<file path="src/rtl/vga_plot_pkg.sv">
// Shared constants and types for the VGA pixel-plot arbiter.
package vga_plot_pkg;
  localparam int X_W_DEF   = 8;
  localparam int Y_W_DEF   = 7;
  localparam int C_W_DEF   = 3;
  localparam int NUM_REQ   = 3;
  localparam int REQ_ERASE = 0;
  localparam int REQ_DRAW  = 1;
  localparam int REQ_HUD   = 2;

  typedef enum logic {ST_IDLE, ST_OWNED} state_t;
endpackage

</file>
<file path="src/rtl/plot_priority_pick.sv">
// Fixed-priority pick (bit0 highest) that defers the masked requester
// whenever anyone else is pending.
module plot_priority_pick
  import vga_plot_pkg::*;
(
  input  logic [NUM_REQ-1:0] i_req,
  input  logic [NUM_REQ-1:0] i_mask,
  output logic [NUM_REQ-1:0] o_win
);
  logic [NUM_REQ-1:0] w_pref;
  logic [NUM_REQ-1:0] w_pool;

  assign w_pref = i_req & ~i_mask;
  assign w_pool = (|w_pref) ? w_pref : i_req;

  // Descending scan so the lowest set bit is the last one written.
  always_comb begin
    o_win = '0;
    for (int i = NUM_REQ - 1; i >= 0; i--) begin
      if (w_pool[i]) begin
        o_win    = '0;
        o_win[i] = 1'b1;
      end
    end
  end
endmodule

</file>
<file path="src/rtl/vga_plot_arbiter.sv">
// Three-requester burst arbiter in front of the VGA adapter's single
// pixel-write port; one registered pixel per accepted request.
module vga_plot_arbiter
  import vga_plot_pkg::*;
#(
  parameter int X_W       = X_W_DEF,
  parameter int Y_W       = Y_W_DEF,
  parameter int C_W       = C_W_DEF,
  parameter int MAX_BURST = 16
) (
  input  logic               CLOCK_50,
  input  logic               Reset,
  input  logic [2:0]         Req,
  input  logic [2:0]         Last,
  input  logic [3*X_W-1:0]   XIn,
  input  logic [3*Y_W-1:0]   YIn,
  input  logic [3*C_W-1:0]   ColorIn,
  output logic [2:0]         Ack,
  output logic [2:0]         Grant,
  output logic               Plot,
  output logic [X_W-1:0]     XOut,
  output logic [Y_W-1:0]     YOut,
  output logic [C_W-1:0]     Color,
  output logic               Busy
);
  localparam int CNT_W = $clog2(MAX_BURST + 1);

  state_t           r_state;
  logic [2:0]       r_grant;
  logic [2:0]       r_prev;
  logic [CNT_W-1:0] r_cnt;
  logic             r_plot;
  logic [X_W-1:0]   r_x;
  logic [Y_W-1:0]   r_y;
  logic [C_W-1:0]   r_c;

  logic [2:0]       w_win;
  logic [2:0]       w_ack;
  logic             w_accept;
  logic             w_last;
  logic             w_full;
  logic [CNT_W-1:0] w_cnt_nxt;
  logic [X_W-1:0]   w_x;
  logic [Y_W-1:0]   w_y;
  logic [C_W-1:0]   w_c;

  plot_priority_pick u_pick (
    .i_req  (Req),
    .i_mask (r_prev),
    .o_win  (w_win)
  );

  assign w_ack     = (r_state == ST_OWNED) ? (r_grant & Req) : 3'b000;
  assign w_accept  = |w_ack;
  assign w_last    = |(w_ack & Last);
  assign w_cnt_nxt = r_cnt + CNT_W'(1);
  assign w_full    = (w_cnt_nxt == CNT_W'(MAX_BURST));

  // Grant is one-hot, so OR-ing the selected slices yields the owner's pixel.
  always_comb begin
    w_x = '0;
    w_y = '0;
    w_c = '0;
    for (int i = 0; i < NUM_REQ; i++) begin
      if (r_grant[i]) begin
        w_x = w_x | XIn[i*X_W +: X_W];
        w_y = w_y | YIn[i*Y_W +: Y_W];
        w_c = w_c | ColorIn[i*C_W +: C_W];
      end
    end
  end

  always_ff @(posedge CLOCK_50) begin
    if (Reset) begin
      r_state <= ST_IDLE;
      r_grant <= '0;
      r_prev  <= '0;
      r_cnt   <= '0;
      r_plot  <= 1'b0;
      r_x     <= '0;
      r_y     <= '0;
      r_c     <= '0;
    end else begin
      r_plot <= 1'b0;
      case (r_state)
        ST_IDLE: begin
          if (|Req) begin
            r_grant <= w_win;
            r_cnt   <= '0;
            r_state <= ST_OWNED;
          end
        end
        ST_OWNED: begin
          if (w_accept) begin
            r_plot <= 1'b1;
            r_x    <= w_x;
            r_y    <= w_y;
            r_c    <= w_c;
            r_cnt  <= w_cnt_nxt;
          end
          // Owner dropping Req releases just like a completed burst.
          if (!w_accept || w_last || w_full) begin
            r_grant <= '0;
            r_prev  <= r_grant;
            r_state <= ST_IDLE;
          end
        end
        default: r_state <= ST_IDLE;
      endcase
    end
  end

  assign Ack   = w_ack;
  assign Grant = r_grant;
  assign Plot  = r_plot;
  assign XOut  = r_x;
  assign YOut  = r_y;
  assign Color = r_c;
  assign Busy  = (r_state == ST_OWNED);
endmodule

</file>
<file path="config.mk">
export PLATFORM = sky130hd
export DESIGN_NAME = vga_plot_arbiter
export DESIGN_NICKNAME = d
export VERILOG_FILES = /design/src/rtl/vga_plot_pkg.sv /design/src/rtl/plot_priority_pick.sv /design/src/rtl/vga_plot_arbiter.sv
export SDC_FILE = /design/constraint.sdc
export NUM_CORES = 1
export LEC_CHECK = 0
export CAP_MARGIN = 10
export CORE_MARGIN = 2
export CORE_UTILIZATION = 25
export CTS_BUF_LIST = sky130_fd_sc_hd__clkbuf_4 sky130_fd_sc_hd__clkbuf_8 sky130_fd_sc_hd__clkbuf_16
export CTS_CLUSTER_SIZE = 30
export DETAILED_ROUTE_END_ITERATION = 10
export PLACE_DENSITY_LB_ADDON = 0.15
export REMOVE_ABC_BUFFERS = 1
export SYNTH_ARGS = -nofsm -noshare
export SYNTH_HDL_FRONTEND = slang
export SYNTH_SLANG_ARGS = --single-unit
</file>
<file path="constraint.sdc">
create_clock -name CLOCK_50 -period 1.3 [get_ports CLOCK_50]
set_input_delay 0.195 -clock CLOCK_50 [delete_from_list [all_inputs] [get_ports CLOCK_50]]
set_output_delay 0.195 -clock CLOCK_50 [all_outputs]
set_load 0.03 [all_outputs]
</file>
==> impl_metrics.toml, run 1 <==
[outcome]
status = "complete, but fails checks"
violations = "negative setup slack"

[clock_tree]
cts_buffers = 5
cts_hold_buffers = 0
cts.clk_slew.worst_paths_ps = 70
clk_latency_ps = 280
cts.sinks = 31
cts_root_buffer = "clkbuf_8"
cts_buffer_depth = 2
cts_tree = "built"
htreeDepth = 2

[timing]
rsz0062_at_grt = "yes"
maxSlewViolCount = 0
setup_viol = 33
max_slew.worst_pin.slew_ps = 405.9
hold_viol = 0
finalCritPeriodShare = 1.177
skew_ps = 5.325
slew_headroom = 0.7294
holdWs_ps = 496.3
layout_min_cycle_time_ps = 1531
timing.final.ws_setup_ps = -230.7
max_freq_ghz = 0.6533

[floorplanning]
fp.dieW_um = 81.53
io-pin-count = 88
initial_core_util = 0.2568
chipHeight_um = 81.53
coreArea_sq_um = 5851
dieArea_sq_um = 6647
rows = 28

[worst_setup_path]
worst-path-buf-inv = 2
critical-path-top-delay-family = "buffers and inverters"
slowest_stage = "dfxtp_2"
path_max_fanout = 8
crit_path_start_kind = "register"
cp_data_required_time_ps = 1490
path_cells = "a222oi_1, buf_4, nor2_4, clkbuf_16, nor2_1, a211oi_1"
cp-end-kind = "register"
rrSetupSlack_ps = -230
worstSetupPathType = "register to register"
crit_arrival_ps = 1720
max_stage_delay_ps = 370

[grt]
grt_pass1_vias = 1725
grt_pass1_wl_um = 8224
grt_overflow = 0
met3_usage = 0.04725
gr-usage-met1 = 0.1939
grt.busiest_layer = "met2"
use_met2 = 0.2828
antenna_found_initial = 0
grt_use_total = 0.1632
grt_max_degree = 21

[drt]
drtIter0Drc = 136
wl_um = 5708
vias_per_cell = 5.192
vias = 1869
first_pass_iters = 6
ant_nets = 0
wire_per_inst_um = 15.86
drc = 0

[logic_synthesis]
synthSimpleGateAreaFrac = 0.1782
yosys.area.top_type_share = 0.4130
synth.largest_area_cell = "dfxtp_1"
synth-async-reset-ratio = 0
syn_inst = 167
synth_area_leaders = "dfxtp_1 (41%), a222oi_1 (13%), a211oi_1 (11%), nor2_1 (6.2%), nand2b_1 (2.9%)"
synth_xor_area_frac = 0
yosysMostFrequentCell = "dfxtp_1"
synth_commonest_cells = "dfxtp_1 (31), nor2_1 (25), a211oi_1 (22), a222oi_1 (19), clkbuf_1 (9)"
synth_ff_type = "dfxtp_1"
syn_area_sq_um = 1503
synth_mux_area_frac = 0.01332
synth_warnings = 0
synth_cell_type_count = 32
synth_edf_count = 0
synth_adder_area_share = 0.008326
synth_top_family_by_area = "compound AO/OA/AOI/OAI gates"
avgSynthCellArea_sq_um = 8.998
synth_compound_gate_area_share = 0.3389
yosysSeqAreaShare = 0.4130
yosys_register_bits = 31

[final_layout]
multiInputGateArea_sq_um = 1016
fillCellCount = 555
seq_area_sq_um = 630.6
final_area_sq_um = 3099
drive_above_1_share = 0.3684
syn_to_final_growth_pct = 106.2
diodes = 0
postLayoutCoreUtil = 0.5297
fin_nets = 348

[place]
port_buffers = 87
place.gp.congestion = 0.7404
placed_area_sq_um = 2605
pre_cts_slack_ps = -607.8
dp_hpwl_um = 3668

[power]
ir_worst_vdd_mv = 0.4555
finalPower_mw = 2.573
powerDensity_nw_per_um2 = 830.2
leakage_nw = 1.216

[worst_hold_path]
hold_path.class = "register to register"

[job]
drv_cap = 0
-- routing by layer --
layer / part of all wire / wire length (um)
met3: 0.11 / 611
met5: 0 / 0
met2: 0.46 / 2622
met4: 0.011 / 61
met1: 0.42 / 2412
-- worst register-to-register path: cells and delay by family, from the launching register on --
kind,cells,cell delay [ps]
AO/OA/AOI/OAI,2,320
buffers and inverters,2,410
flip-flops,1,370
AND/OR/NAND/NOR,2,350
-- area by class of cell --
cell class / instances / area share
inverter: 2 / 0.002422
sequential: 31 / 0.2035
clock inverter: 1 / 0.001615
tap: 75 / 0.03028
clock buffer: 6 / 0.02665
multi-input combinational: 120 / 0.3278
timing repair buffer: 125 / 0.4078
-- cell usage in the layout, fill, tap and decap left out, drive strengths merged, types with 2 or more instances in the layout --
cell | synthesis | layout
clkdlybuf4s50 | 0 | 58
buf | 5 | 41
dfxtp | 31 | 31
nor2 | 27 | 27
a211oi | 22 | 22
a222oi | 19 | 19
dlygate4sd2 | 0 | 19
clkbuf | 9 | 10
nand2b | 7 | 7
a21oi | 7 | 7
nand2 | 6 | 6
nand3 | 4 | 4
and3 | 4 | 4
nor2b | 3 | 3
o21ai | 3 | 3
inv | 2 | 2
mux2i | 2 | 2
nor3 | 2 | 2
o31ai | 2 | 2
a31oi | 2 | 2
-- through the flow --
stage,setup TNS (ps),cells
2_1_floorplan,-30490,153
3_5_place_dp,-15730,342
3_3_place_gp,-14610,342
6_report,-5135,360
4_1_cts,-4758,352
5_1_grt,-8726,360
-- state kept, by name, indices dropped and copies added, names as in the netlist --
register and cells:
r_cnt 5, YOut 7, Grant 3, XOut 8, Busy 1, Color 3
r_prev 3, Plot 1
-- cells by family (layout without fill, tap and decap cells) --
kind of cell    count (synthesis)  in the layout
buf+inv                        16            134
fa+ha+maj                       1              1
flops                          31             31
simple gates                   56             56
compound gates                 61             61
mux                             2              2
-- final timing paths --
| check | start | end | cells after the start |
|---|---|---|---|
| worst max-delay path | Grant[1] | XOut[3] | 6 |
| worst min-delay path | r_prev[1] | r_prev[1] | 2 |
| worst max register to register | Grant[1] | XOut[3] | 6 |
| worst min register to register | r_prev[1] | r_prev[1] | 2 |
-- power by group --
group	leakage, nW	internal (mW)	total (mW)	switching, mW
Combinational	0.915	0.443	0.793	0.350
Clock	0.0470	0.415	0.758	0.343
Sequential	0.253	0.990	1.02	0.0324
-- repair_timing --
item | CTS | global route
buffers inserted | 1 | 5
endpoints found under the hold margin | 0 | 0
setup endpoints to repair | 56 | 36
pin swaps | 4 | 3
cloned | 2 | 3
gates resized for setup | 52 | 43
Note: power is estimated with default switching activity, not from simulation.
==> inputs of run 2 (changes only) <==
--- a/config.mk
+++ b/config.mk
@@ -9,6 +9,7 @@
 export CORE_MARGIN = 2
 export CORE_UTILIZATION = 25
 export CTS_BUF_LIST = sky130_fd_sc_hd__clkbuf_4 sky130_fd_sc_hd__clkbuf_8 sky130_fd_sc_hd__clkbuf_16
+export CTS_CLUSTER_DIAMETER = 40
 export CTS_CLUSTER_SIZE = 30
 export DETAILED_ROUTE_END_ITERATION = 10
 export PLACE_DENSITY_LB_ADDON = 0.15
==> results of run 2 <==
Final layout, timing and power as in run 1 (identical DEF).
